--- config.mk ---
export PLATFORM = sky130hd
export DESIGN_NAME = uart_tx
export DESIGN_NICKNAME = d
export VERILOG_FILES = /design/src/rtl/uart_pkg.sv /design/src/rtl/uart_tx_hold.sv /design/src/rtl/uart_tx.sv
export SDC_FILE = /design/constraint.sdc
export NUM_CORES = 1
export LEC_CHECK = 0
export ABC_AREA = 1
export ABC_CLOCK_PERIOD_IN_PS = 1800
export BUFFER_PORTS_ARGS = -buffer_cell sky130_fd_sc_hd__buf_4
export CAP_MARGIN = 20
export CORE_UTILIZATION = 55
export CTS_CLUSTER_SIZE = 8
export DETAILED_ROUTE_END_ITERATION = 10
export GPL_ROUTABILITY_DRIVEN = 1
export PLACE_DENSITY = 0.76
export SLEW_MARGIN = 10
export SYNTH_ARGS = -nofsm -noshare
export SYNTH_HDL_FRONTEND = slang
export SYNTH_SLANG_ARGS = --single-unit
--- constraint.sdc ---
create_clock -name clk_baud -period 1.8 [get_ports clk_baud]
set_input_delay 0.27 -clock clk_baud [delete_from_list [all_inputs] [get_ports clk_baud]]
set_output_delay 0.27 -clock clk_baud [all_outputs]
set_load 0.01 [all_outputs]
--- src/rtl/uart_pkg.sv ---
// Shared UART definitions: FSM state encoding, line-level constants and the
// default frame width used by both the transmitter and receiver.
package uart_pkg;

   localparam int UART_WIDTH_DEFAULT = 8;

   localparam logic UART_LINE_IDLE = 1'b1;
   localparam logic UART_START_BIT = 1'b0;
   localparam logic UART_STOP_BIT  = 1'b1;

   typedef enum logic [2:0] {
      IDLE,
      START,
      DATA,
      PARITY,
      STOP
   } uart_state_e;

   // Width of a counter that must reach width-1; at least one bit.
   function automatic int uart_cnt_width(input int width);
      return (width > 1) ? $clog2(width) : 1;
   endfunction

endpackage

--- src/rtl/uart_tx_hold.sv ---
// One-entry holding register for the UART transmitter. A byte is written when
// wr_valid is high and the entry is empty; load empties it as the shifter
// takes the byte.
module uart_tx_hold
   import uart_pkg::*;
#(
   parameter int WIDTH = UART_WIDTH_DEFAULT
) (
   input  logic             clk_baud,
   input  logic             rst,
   input  logic [WIDTH-1:0] wr_data,
   input  logic             wr_valid,
   output logic             wr_ready,
   input  logic             load,
   output logic [WIDTH-1:0] rd_data,
   output logic             empty
);

   logic             full_q;
   logic             full_d;
   logic [WIDTH-1:0] data_q;
   logic [WIDTH-1:0] data_d;

   // Load and write never coincide: a write needs the entry empty, a load needs it full.
   always_comb begin
      full_d = full_q;
      data_d = data_q;
      if (load) begin
         full_d = 1'b0;
      end
      if (wr_valid && !full_q) begin
         full_d = 1'b1;
         data_d = wr_data;
      end
   end

   // Holding register state; reset discards any held byte.
   always_ff @(posedge clk_baud or negedge rst) begin
      if (!rst) begin
         full_q <= 1'b0;
         data_q <= '0;
      end else begin
         full_q <= full_d;
         data_q <= data_d;
      end
   end

   assign wr_ready = !full_q;
   assign empty    = !full_q;
   assign rd_data  = data_q;

endmodule

--- src/rtl/uart_tx.sv ---
// UART transmitter: start bit, data MSB first, optional even parity, stop bit,
// one bit per clk_baud edge. A held byte follows the stop bit with no idle gap.
// Define UART_TX_PARITY_EN to include the parity bit (WIDTH+3 bit frame);
// without it the frame is WIDTH+2 bits.
module uart_tx
   import uart_pkg::*;
#(
   parameter int WIDTH = UART_WIDTH_DEFAULT
) (
   input  logic             clk_baud,
   input  logic             rst,
   input  logic [WIDTH-1:0] tx_data,
   input  logic             tx_valid,
   output logic             tx_ready,
   output logic             tx_out,
   output logic             tx_busy,
   output logic             tx_done
);

   localparam int             CW       = uart_cnt_width(WIDTH);
   localparam logic [CW-1:0]  LAST_BIT = CW'(WIDTH - 1);

   uart_state_e      state_q;
   uart_state_e      state_d;
   logic [WIDTH-1:0] shift_q;
   logic [WIDTH-1:0] shift_d;
   logic [CW-1:0]    cnt_q;
   logic [CW-1:0]    cnt_d;
   logic             tx_out_q;
   logic             tx_out_d;
   logic             done_q;
   logic             done_d;
`ifdef UART_TX_PARITY_EN
   logic             parity_q;
   logic             parity_d;
`endif

   logic             hold_wr_valid;
   logic             hold_wr_ready;
   logic             hold_load;
   logic [WIDTH-1:0] hold_data;
   logic             hold_empty;
   logic             start_frame;
   logic [WIDTH-1:0] next_byte;

   // In IDLE an accepted byte bypasses the holding register straight into the shifter.
   assign hold_wr_valid = tx_valid && (state_q != IDLE);

   uart_tx_hold #(
      .WIDTH (WIDTH)
   ) u_hold (
      .clk_baud (clk_baud),
      .rst      (rst),
      .wr_data  (tx_data),
      .wr_valid (hold_wr_valid),
      .wr_ready (hold_wr_ready),
      .load     (hold_load),
      .rd_data  (hold_data),
      .empty    (hold_empty)
   );

   // Next-state, shifter, counter and registered line value for the frame FSM.
   always_comb begin
      state_d     = state_q;
      shift_d     = shift_q;
      cnt_d       = cnt_q;
      tx_out_d    = tx_out_q;
      done_d      = 1'b0;
      hold_load   = 1'b0;
      start_frame = 1'b0;
      next_byte   = tx_data;
`ifdef UART_TX_PARITY_EN
      parity_d    = parity_q;
`endif

      case (state_q)
         IDLE: begin
            tx_out_d = UART_LINE_IDLE;
            if (!hold_empty) begin
               start_frame = 1'b1;
               next_byte   = hold_data;
               hold_load   = 1'b1;
            end else if (tx_valid) begin
               start_frame = 1'b1;
               next_byte   = tx_data;
            end
         end
         START: begin
            state_d  = DATA;
            tx_out_d = shift_q[WIDTH-1];
            shift_d  = shift_q << 1;
            cnt_d    = '0;
         end
         DATA: begin
            if (cnt_q == LAST_BIT) begin
`ifdef UART_TX_PARITY_EN
               state_d  = PARITY;
               tx_out_d = parity_q;
`else
               state_d  = STOP;
               tx_out_d = UART_STOP_BIT;
`endif
            end else begin
               tx_out_d = shift_q[WIDTH-1];
               shift_d  = shift_q << 1;
               cnt_d    = cnt_q + 1'b1;
            end
         end
`ifdef UART_TX_PARITY_EN
         PARITY: begin
            state_d  = STOP;
            tx_out_d = UART_STOP_BIT;
         end
`endif
         STOP: begin
            done_d = 1'b1;
            if (!hold_empty) begin
               start_frame = 1'b1;
               next_byte   = hold_data;
               hold_load   = 1'b1;
            end else begin
               state_d  = IDLE;
               tx_out_d = UART_LINE_IDLE;
            end
         end
         default: begin
            state_d  = IDLE;
            tx_out_d = UART_LINE_IDLE;
         end
      endcase

      if (start_frame) begin
         state_d  = START;
         shift_d  = next_byte;
         cnt_d    = '0;
         tx_out_d = UART_START_BIT;
`ifdef UART_TX_PARITY_EN
         parity_d = ^next_byte;
`endif
      end
   end

   // Frame state registers; reset truncates any frame and drives the line idle.
   always_ff @(posedge clk_baud or negedge rst) begin
      if (!rst) begin
         state_q  <= IDLE;
         shift_q  <= '0;
         cnt_q    <= '0;
         tx_out_q <= UART_LINE_IDLE;
         done_q   <= 1'b0;
`ifdef UART_TX_PARITY_EN
         parity_q <= 1'b0;
`endif
      end else begin
         state_q  <= state_d;
         shift_q  <= shift_d;
         cnt_q    <= cnt_d;
         tx_out_q <= tx_out_d;
         done_q   <= done_d;
`ifdef UART_TX_PARITY_EN
         parity_q <= parity_d;
`endif
      end
   end

   assign tx_ready = hold_wr_ready;
   assign tx_out   = tx_out_q;
   assign tx_busy  = (state_q != IDLE);
   assign tx_done  = done_q;

endmodule

==> impl_metrics.yaml <==
status:
  outcome: "complete, no violations"
clock_network:
  cts_buffer_depth: 2
  h-tree-depth: 1
  root_buffer: "clkbuf_4"
  numCtsBuffers: 3
  clkTransAtPathRegs_ns: 0.13
  cts_tree: "yes"
  insertion_delay_ns: 0.32
  cts_num_sinks: 25
  cts_setup_buffers: 0
setup_path:
  cp.depth: 3
  cp.arrival_ns: 1.42
  reg2reg_setup_slack_ns: 0.16
  crit_path_cell_trace: "nor2_4 -> nand2_1 -> buf_4"
  critPathBufInv: 1
  required_ns: 1.53
  crit_start: "state_q[1]"
  cp_max_fo: 9
  critPathMaxStageDelay_ns: 0.46
  endpoint_kind: "output pin"
  rr_startpoint: "cnt_q[0]"
  slowest_stage: "dfrtp_1"
  critPathTopFamily: "flip-flops"
  crit_type: "register to output pin"
  r2r_cells: 8
  crit_path_start_kind: "register"
synth:
  syn_avg_cell_area_um2: 7.92
  synth_area_leaders: "dfrtp_1, nand2_1, inv_1"
  yosysSeqAreaShare_pct: 49.2
  synth.largest_area_cell: "dfrtp_1"
  synth_area_um2: 1270
  synth_top_area_share_pct: 47.1
  postSynthCellCount: 161
  syn-num-nets: 174
  synth_warnings: 0
  ys_seq_elements: 25
  synth.distinct_cells: 20
job:
  maxCapViolations: 0
drt:
  routedWlPerCell_um: 11.5
  first_iter_violations: 8
  viasPerCell: 5.00
  dr.pass1.iters: 4
  drt_wl_total_um: 2360
  drtAntennaViolNets: 0
  vias: 1024
  drc: 0
floorplan:
  row_count: 17
  dieWidth_um: 50.1
  fp.dieH_um: 50.1
  start_util_pct: 58.2
  die_area_um2: 2510
  core_area_um2: 2190
  io_pins: 15
grt:
  grt_max_degree: 26
  grt_pass1_vias: 994
  grt_pass1_wl_um: 4200
  overflow: 0
  antenna_found_initial: 0
  grt.total_usage_pct: 21.9
place:
  dpl_cell_area_um2: 1360
  dpl_worst_slack_ns: 0.179
  place.gp.congestion: 0.818
  dpl.hpwl_um: 1760
  port_buffers: 14
timing:
  slew_headroom_pct: 78.9
  fin_crit_ns: 1.69
  setup_tns_ns: 0
  finalWorstSetupSlack_ns: 0.113
  fin_crit_sh_pct: 93.8
  final.setup_skew_ns: 0.00239
  rsz0062_at_grt: "false"
  setup_viol: 0
  hold_violations: 0
  drv_slew: 0
  tightestPinTransition_ns: 0.316
  timing.fmax_mhz: 593
min_path:
  hp-class: "primary input to register"
  holdPathStages: 3
  hold_start: "tx_data[4]"
final_layout:
  drive_gt1_share_pct: 15.3
  post-route-util_pct: 64.1
  layout.nets: 191
  fin_area_um2: 1400
  multi_input_area_um2: 503
  regArea_um2: 627
  diodes: 0
  area_growth_pct: 10.1
  fill_cells: 202
pwr:
  vdd_drop_max_v: 0.000961
  p_leak_nw: 0.822
  pwr_density_cell_nw_per_um2: 1680
area by class of cell:
class | instances | area share [%]
flip-flops and latches | 25 | 44.7
multi-input cells | 108 | 35.8
repair buffers | 16 | 8.73
inverters | 24 | 6.42
well taps | 28 | 2.50
clock buffers | 4 | 1.87
state kept, by name (all words and copies together) (netlist names):
name            count
state_q             3
shift_q             8
u_hold.full_q       1
cnt_q               3
u_hold.rd_data      8
tx_done             1
tx_out              1
where the power goes:
part	internal, W	total, W	switching [W]
logic	0.000397	0.00113	0.000730
registers	0.000810	0.000972	0.000162
clock network	0.0000867	0.000253	0.000167
total	0.00129	0.00235	0.00106
routing by layer:
metal	share of wire, %	routed length [um]	vias to the layer above	track usage, %
met3	3.2	75	2	3.94
met4	0.59	14	0	6.19
met1	46	1090	486	27.3
li1	-	-	518	-
met5	0	0	-	0
met2	50	1180	18	38.4
repair_timing:
action                                 CTS  global route
endpoints found under the hold margin   24             0
hold buffers                             1             0
resized for setup                        0             1
setup endpoints to repair                0             8
metrics by stage:
step           cells  hold slack, ns  total power, W
4_1_cts          205           0.201         0.00234
3_3_place_gp     200           0.188         0.00205
6_report         205           0.199         0.00235
3_5_place_dp     200           0.191         0.00209
5_1_grt          205           0.193         0.00257
2_1_floorplan    161         -0.0256         0.00190
tightest hold or removal path: cells and delay by family:
family,cells,cell delay (ns)
buffers and inverters,2,0.15
AOI/OAI and AO/OA,1,0.07
cell usage after synthesis:
master,n
buf_2,1
buf_6,2
bufbuf_16,1
dfrtp_1,24
dfstp_2,1
ha_1,2
inv_1,23
inv_2,1
nand2_1,70
nand2_2,2
nand2_4,1
nand3_1,12
nand3_2,1
nand3_4,1
nand4_1,1
nor2_1,6
nor2_2,1
nor2_4,1
o21a_1,1
o21ai_0,9
cell families after synthesis:
| group | after synthesis | synth area share (%) |
|---|---|---|
| flip-flops | 25 | 49.2 |
| AND/OR/NAND/NOR | 96 | 33.0 |
| AO/OA/AOI/OAI | 10 | 4.12 |
| buffers and inverters | 28 | 11.8 |
| adder cells (fa/ha/maj) | 2 | 1.96 |
path summary, 6_finish.rpt:
kind                                     end
setup / recovery                     tx_busy
min in group asynchronous  u_hold.rd_data[4]
hold / removal             u_hold.rd_data[4]
setup reg to reg                    cnt_q[1]
max in group asynchronous             tx_out
hold reg to reg                       tx_out
placed cells by master, fill, tap and decap left out, drive strengths merged:
cell and n:
buf 15, clkbuf 4, dfrtp 24, dfstp 1
dlygate4sd3 1, ha 2, inv 24, nand2 73
nand3 14, nand4 1, nor2 8, o21a 1
o21ai 9
Power figures use the tool's default switching activity.
